[config.mk]
export PLATFORM = sky130hd
export DESIGN_NAME = cdb_arbiter
export DESIGN_NICKNAME = d
export VERILOG_FILES = /design/src/rtl/cdb_arbiter_pkg.sv /design/src/rtl/cdb_chan_fifo.sv /design/src/rtl/cdb_arbiter.sv
export SDC_FILE = /design/constraint.sdc
export NUM_CORES = 1
export LEC_CHECK = 0
export CORE_MARGIN = 1
export CORE_UTILIZATION = 25
export CTS_CLUSTER_DIAMETER = 120
export DETAILED_ROUTE_END_ITERATION = 16
export PLACE_DENSITY = 0.47
export SLEW_MARGIN = 20
export SYNTH_ARGS = -nofsm -noshare
export SYNTH_HDL_FRONTEND = slang
export SYNTH_SLANG_ARGS = --single-unit
[constraint.sdc]
create_clock -name clock -period 6.3 [get_ports clock]
set_input_delay 1.89 -clock clock [delete_from_list [all_inputs] [get_ports clock]]
set_output_delay 1.89 -clock clock [all_outputs]
set_load 0.01 [all_outputs]
[src/rtl/cdb_arbiter_pkg.sv]
// Shared types and defaults for the completion stage / CDB arbiter.
//   CDB_PACKET    : broadcast record (valid, done, dest, branch info, data)
//   XLEN          : datapath width
//   ZERO_REG      : architectural zero register (never written back)
//   CDB_NUM_CH    : default producer channel count
//   CDB_NUM_LANES : default broadcast lanes per cycle
//   CDB_QDEPTH    : default entries per channel queue
package cdb_arbiter_pkg;

  localparam int unsigned XLEN          = 32;
  localparam logic [4:0]  ZERO_REG      = 5'd0;
  localparam int unsigned CDB_NUM_CH    = 4;
  localparam int unsigned CDB_NUM_LANES = 2;
  localparam int unsigned CDB_QDEPTH    = 2;

  typedef struct packed {
    logic            valid;
    logic            done;
    logic [4:0]      dest_reg_idx;
    logic            take_branch;
    logic [XLEN-1:0] NPC;
    logic [XLEN-1:0] alu_result;
    logic [XLEN-1:0] Value;
  } CDB_PACKET;

  // Link-register writes for taken branches carry NPC instead of the ALU result.
  function automatic logic [XLEN-1:0] lane_value(input CDB_PACKET p);
    return p.take_branch ? p.NPC : p.alu_result;
  endfunction

endpackage

[src/rtl/cdb_chan_fifo.sv]
// One producer channel's completion queue.
//   clock, reset(async, active-low), squash : clocking / flush
//   in_valid, in_packet : producer offer
//   pop                 : head granted by the arbiter this cycle
//   head, head_valid    : current head presented for arbitration
//   ready               : queue can accept this cycle (low during reset)
// Build option: CDB_BYPASS_EN lets an empty queue present the incoming
// accepted packet as its head in the same cycle.
module cdb_chan_fifo
  import cdb_arbiter_pkg::*;
#(
  parameter int unsigned QDEPTH = CDB_QDEPTH
) (
  input  logic      clock,
  input  logic      reset,
  input  logic      squash,
  input  logic      in_valid,
  input  CDB_PACKET in_packet,
  input  logic      pop,
  output CDB_PACKET head,
  output logic      head_valid,
  output logic      ready
);

  localparam int unsigned PW = (QDEPTH > 1) ? $clog2(QDEPTH) : 1;
  localparam int unsigned CW = $clog2(QDEPTH + 1);
  localparam logic [CW-1:0] DEPTH_C = CW'(QDEPTH);
  localparam logic [PW-1:0] LAST_C  = PW'(QDEPTH - 1);

  CDB_PACKET     mem [QDEPTH];
  logic [PW-1:0] rd_ptr, wr_ptr;
  logic [CW-1:0] count;
  logic          empty, accept, bypass, do_enq, do_deq;

  function automatic logic [PW-1:0] ptr_inc(input logic [PW-1:0] p);
    return (p == LAST_C) ? '0 : p + 1'b1;
  endfunction

  assign empty  = (count == '0);
  assign ready  = reset && (count < DEPTH_C);
  assign accept = in_valid && ready && !squash;

`ifdef CDB_BYPASS_EN
  assign bypass     = empty && accept;
  assign head       = empty ? in_packet : mem[rd_ptr];
  assign head_valid = !empty || accept;
`else
  assign bypass     = 1'b0;
  assign head       = mem[rd_ptr];
  assign head_valid = !empty;
`endif

  // A bypassed packet that is granted leaves directly and never occupies a slot.
  assign do_deq = pop && !empty;
  assign do_enq = accept && !(bypass && pop);

  always_ff @(posedge clock) begin
    if (do_enq) mem[wr_ptr] <= in_packet;
  end

  always_ff @(posedge clock or negedge reset) begin
    if (!reset) begin
      rd_ptr <= '0;
      wr_ptr <= '0;
      count  <= '0;
    end else if (squash) begin
      rd_ptr <= '0;
      wr_ptr <= '0;
      count  <= '0;
    end else begin
      if (do_enq) wr_ptr <= ptr_inc(wr_ptr);
      if (do_deq) rd_ptr <= ptr_inc(rd_ptr);
      unique case ({do_enq, do_deq})
        2'b10:   count <= count + 1'b1;
        2'b01:   count <= count - 1'b1;
        default: count <= count;
      endcase
    end
  end

endmodule

[src/rtl/cdb_arbiter.sv]
// Multi-channel completion stage and common data bus arbiter.
//   clock, reset(async, active-low), squash(sync flush)
//   ch_valid/ch_packet/ch_ready : per-channel producer handshake
//   cdb_packet                  : registered broadcast lanes (.valid = live)
//   wb_regfile_en/idx/data      : register-file write port per lane
// Up to NUM_CDB non-empty channel heads are granted per cycle, scanning
// round-robin from rr_ptr. Build option: CDB_BYPASS_EN (see cdb_chan_fifo).
module cdb_arbiter
  import cdb_arbiter_pkg::*;
#(
  parameter int unsigned NUM_CH  = CDB_NUM_CH,
  parameter int unsigned NUM_CDB = CDB_NUM_LANES,
  parameter int unsigned QDEPTH  = CDB_QDEPTH
) (
  input  logic                           clock,
  input  logic                           reset,
  input  logic                           squash,
  input  logic      [NUM_CH-1:0]         ch_valid,
  input  CDB_PACKET [NUM_CH-1:0]         ch_packet,
  output logic      [NUM_CH-1:0]         ch_ready,
  output CDB_PACKET [NUM_CDB-1:0]        cdb_packet,
  output logic      [NUM_CDB-1:0]        wb_regfile_en,
  output logic      [NUM_CDB-1:0][4:0]   wb_regfile_idx,
  output logic      [NUM_CDB-1:0][XLEN-1:0] wb_regfile_data
);

  localparam int unsigned RW = $clog2(NUM_CH);

  CDB_PACKET [NUM_CH-1:0]  head;
  logic      [NUM_CH-1:0]  head_valid;
  logic      [NUM_CH-1:0]  pop;
  CDB_PACKET [NUM_CDB-1:0] lane_next;
  logic      [RW-1:0]      rr_ptr, rr_next, ch_sel;
  int unsigned             n_grant;

  for (genvar g = 0; g < NUM_CH; g++) begin : g_chan
    cdb_chan_fifo #(.QDEPTH(QDEPTH)) u_fifo (
      .clock      (clock),
      .reset      (reset),
      .squash     (squash),
      .in_valid   (ch_valid[g]),
      .in_packet  (ch_packet[g]),
      .pop        (pop[g]),
      .head       (head[g]),
      .head_valid (head_valid[g]),
      .ready      (ch_ready[g])
    );
  end

  // Scan order is rr_ptr, rr_ptr+1, ... (mod NUM_CH); the n-th eligible head
  // fills lane n. rr_ptr moves past the last granted channel.
  always_comb begin
    pop       = '0;
    lane_next = '0;
    rr_next   = rr_ptr;
    n_grant   = 0;
    ch_sel    = '0;
    if (!squash) begin
      for (int unsigned k = 0; k < NUM_CH; k++) begin
        ch_sel = RW'((32'(rr_ptr) + k) % NUM_CH);
        if (head_valid[ch_sel] && (n_grant < NUM_CDB)) begin
          pop[ch_sel] = 1'b1;
          for (int unsigned l = 0; l < NUM_CDB; l++) begin
            if (l == n_grant) begin
              lane_next[l]       = head[ch_sel];
              lane_next[l].valid = 1'b1;
              lane_next[l].done  = 1'b1;
              lane_next[l].Value = lane_value(head[ch_sel]);
            end
          end
          rr_next = RW'((32'(ch_sel) + 32'd1) % NUM_CH);
          n_grant = n_grant + 1;
        end
      end
    end
  end

  always_ff @(posedge clock or negedge reset) begin
    if (!reset) begin
      rr_ptr     <= '0;
      cdb_packet <= '0;
    end else begin
      rr_ptr     <= rr_next;
      cdb_packet <= lane_next;
    end
  end

  always_comb begin
    for (int unsigned l = 0; l < NUM_CDB; l++) begin
      wb_regfile_en[l]   = cdb_packet[l].valid && (cdb_packet[l].dest_reg_idx != ZERO_REG);
      wb_regfile_idx[l]  = cdb_packet[l].dest_reg_idx;
      wb_regfile_data[l] = cdb_packet[l].Value;
    end
  end

endmodule

==> flow_summary_export.csv <==
group,metric,value,unit
floorplanning,ios,711,
setup_path,slowest_stage,"mux4_4",
floorplanning,die_y,405.0,um
setup_path,worstSetupEndpointType,"flip-flop",
route,drt-met1-wl,73.36,mm
global_route,antenna_found_initial,62,
route,drt-wirelength-per-cell,28.89,um
floorplanning,core_area,160900,um^2
logic_synthesis,synth_flop_cell,"edfxtp_1",
floorplanning,start_util,25.23,%
power_and_ir_drop,pwr-share-seq,22.7,%
placed_design,hpwl,114.8,mm
cts,cts_root_buffer,"clkbuf_16",
sta,fin_skew,0.02941,ns
global_route,grt_start_max_net_pins,134,
route,final_antenna_net_count,0,
sta,min_period_over_period,81.70,%
setup_path,rr_startpoint,"rr_ptr[1]",
setup_path,max_stage_delay,0.83,ns
sta,setup_tns,0,ns
setup_path,crit_family,"buffers and inverters",
route,firstDrtPassIters,7,
cts,cts_buffers,95,
sta,slew_headroom,31.13,%
power_and_ir_drop,p_sw,12.99,mW
placed_design,place.port_buffers,574,
placed_design,place_area,48310,um^2
final_layout,layout-drive-gt1-share,16.71,%
logic_synthesis,yosysMostFrequentCell,"edfxtp_1",
worst_hold_path,min-delay-start,"g_chan[1].u_fifo.count[0]",
route,route.vias.total,29842,
cts,clock_latency,0.73,ns
logic_synthesis,synth_fp_nets,3590,
cts,path_clk_slew,0.06,ns
logic_synthesis,synthTopCellsByArea,"edfxtp_1 41%, dfrtp_1 14%, mux2i_1 9.4%",
floorplanning,placementRows,147,
cts,post_cts_buffers,0,
logic_synthesis,yosysTopAreaCellShare,41.42,%
cts,cts_buffer_depth,3,
worst_hold_path,hold_path_class,"reg2reg",
logic_synthesis,synth_seq_cells,784,
final_layout,finalInstanceArea,51730,um^2
cts,ctsHoldBuffers,0,
cts,post_cts_resized,0,
global_route,grt_pass1_wl,230.4,mm
logic_synthesis,synthTopCellsByCount,"560 x edfxtp_1, 381 x mux2i_1, 281 x nor2_1",
power_and_ir_drop,internal_power,15.85,mW
route,drcViolationCount,0,
setup_path,path_buf_inv,4,
power_and_ir_drop,total_power,28.84,mW
sta,worst_slew_pin_slew,1.033,ns
placed_design,pre_cts_ws,1.133,ns
global_route,track_usage,19.96,%
global_route,grt_pass1_vias,28655,
floorplanning,die_area,164000,um^2
setup_path,path_class,"reg2reg",
logic_synthesis,synth_area_per_cell,12.86,um^2
power_and_ir_drop,swShare,45.05,%
final_layout,area_growth_syn_to_layout,27.41,%
route,drt_iter0_drc,2528,
route,top_layer,"met5",
final_layout,final_core_util,32.14,%
sta,setup_viol,0,
cts,cts_sinks,784,
logic_synthesis,synthCells,3158,
power_and_ir_drop,vdd_drop_max,512.7,uV
setup_path,required,6.89,ns
route,wirelength,168.0,mm
setup_path,critPathMaxFanout,47,
final_layout,finalNetCount,3982,
logic_synthesis,synthDistinctLibCells,55,
setup_path,crit_chain,"inv_6 -> mux4_4 -> inv_2 -> ha_1 -> inv_1 -> nand2_4 -> xnor2_2 -> and2_4 -> buf_4 -> nor2_1 -> a211oi_1",
sta,drv_slew,0,
power_and_ir_drop,pwr-share-comb,56.9,%
logic_synthesis,synth_area,40600,um^2
sta,hold_viol,0,
power_and_ir_drop,p_leak,17.84,nW
floorplanning,fp.dieW,405.0,um
cts,htreeDepth,3,
setup_path,cp.arrival,5.73,ns
sta,fin_crit,5.147,ns
logic_synthesis,yosysSeqAreaShare,55.22,%
placed_design,place.gp.congestion,0.8146,
setup_path,cp-startpoint,"rr_ptr[1]",
setup_path,crit_path_start_kind,"flip-flop",
sta,setup_slack,1.153,ns
route,route.met2.wl,75.71,mm
final_layout,fin_cells,5813,
cts,cts_tree,"built",
sta,timing.fmax,194.3,MHz
logic_synthesis,ys_warn_count,0,
power_and_ir_drop,power_density,557.6,nW/um^2
placed_design,placed_cells,5613,
logic_synthesis,synth_enable_flop_cells,560,
run_status,status,"finished, final reports clean",
flow_run,max_cap_viol_count,0,
logic_synthesis,synthArstFlopShare,28.57,%
power_and_ir_drop,p_clk_share,20.4,%
final_layout,nFillCells,16035,
sta,timing.hold.ws,0.5778,ns
logic_synthesis,yosys.area.top_type,"edfxtp_1",
route,viasPerCell,5.134,
global_route,overflow,0,
sta,rsz0062_at_grt,"false",
route,wl_met3,15.12,mm
## registers in the layout (all words and copies together) (netlist names)
| name | flops |
|---|---|
| g_chan.u_fifo.rd_ptr | 4 |
| g_chan.u_fifo.wr_ptr | 4 |
| cdb_packet | 206 |
| g_chan.u_fifo.count | 8 |
| g_chan.u_fifo.mem | 560 |
| rr_ptr | 2 |
## final timing paths
path	end	slack [ns]	cells past startpoint
setup / recovery	cdb_packet[153]	1.15	11
hold / removal	g_chan[1].u_fifo.count[1]	0.58	2
setup reg to reg	cdb_packet[153]	1.15	11
hold reg to reg	g_chan[1].u_fifo.count[1]	0.58	2
max in group asynchronous	cdb_packet[53]	3.35	3
min in group asynchronous	cdb_packet[72]	1.03	1
## placed cells by master (no fill, tap or decap), types with 103 or more instances in the layout
master / synthesis / routed
nor3_1: 107 / 103
mux2i_1: 381 / 381
a21oi_1: 154 / 154
nand2_1: 178 / 175
dfrtp_1: 224 / 218
nor2_1: 281 / 280
mux4_2: 136 / 132
clkdlybuf4s50_1: 0 / 572
mux2_2: 192 / 192
edfxtp_1: 560 / 560
## power groups by stage
stage          combinational [mW]  sequential, mW  clock, mW
2_1_floorplan                10.9            6.46          0
3_3_place_gp                 16.3            6.67          0
3_5_place_dp                 16.3            6.67          0
4_1_cts                      16.4            6.57       6.07
5_1_grt                      17.6            6.59       6.24
6_report                     16.4            6.55       5.89
## worst min-delay path: stages (launching register included)
cell and delay (ns):
dfrtp_1 0.43, nand2_1 0.08, a21oi_1 0.05
## layout make-up
cell class	count	area (um^2)	area share, %
repair buffers	652	6554	12.67
diodes	21	52.55	0.1016
well taps	2160	2703	5.224
flip-flops and latches	784	22440	43.39
inverters	7	38.79	0.07498
multi-input cells	2010	16570	32.04
clock buffers	130	2673	5.166
clock inverters	49	694.4	1.342
## logic make-up (layout without fill, tap and decap cells)
group	Yosys count	after routing	share of synthesized area, %
xor+xnor	6	6	0.1479
buf+inv	364	838	4.413
compound gates	643	643	10.80
simple gates	643	643	6.881
flops	784	784	55.22
fa+ha+maj	9	9	0.2774
other cells	0	21	0
mux	709	709	22.26
## metal layers
layer	vias to the layer above	GRT usage (%)
met5	-	0
met4	44	5.449
met3	235	6.608
met2	1236	30.46
met1	15334	26.86
li1	12993	-
No activity file was read; power rests on OpenSTA's default activity.
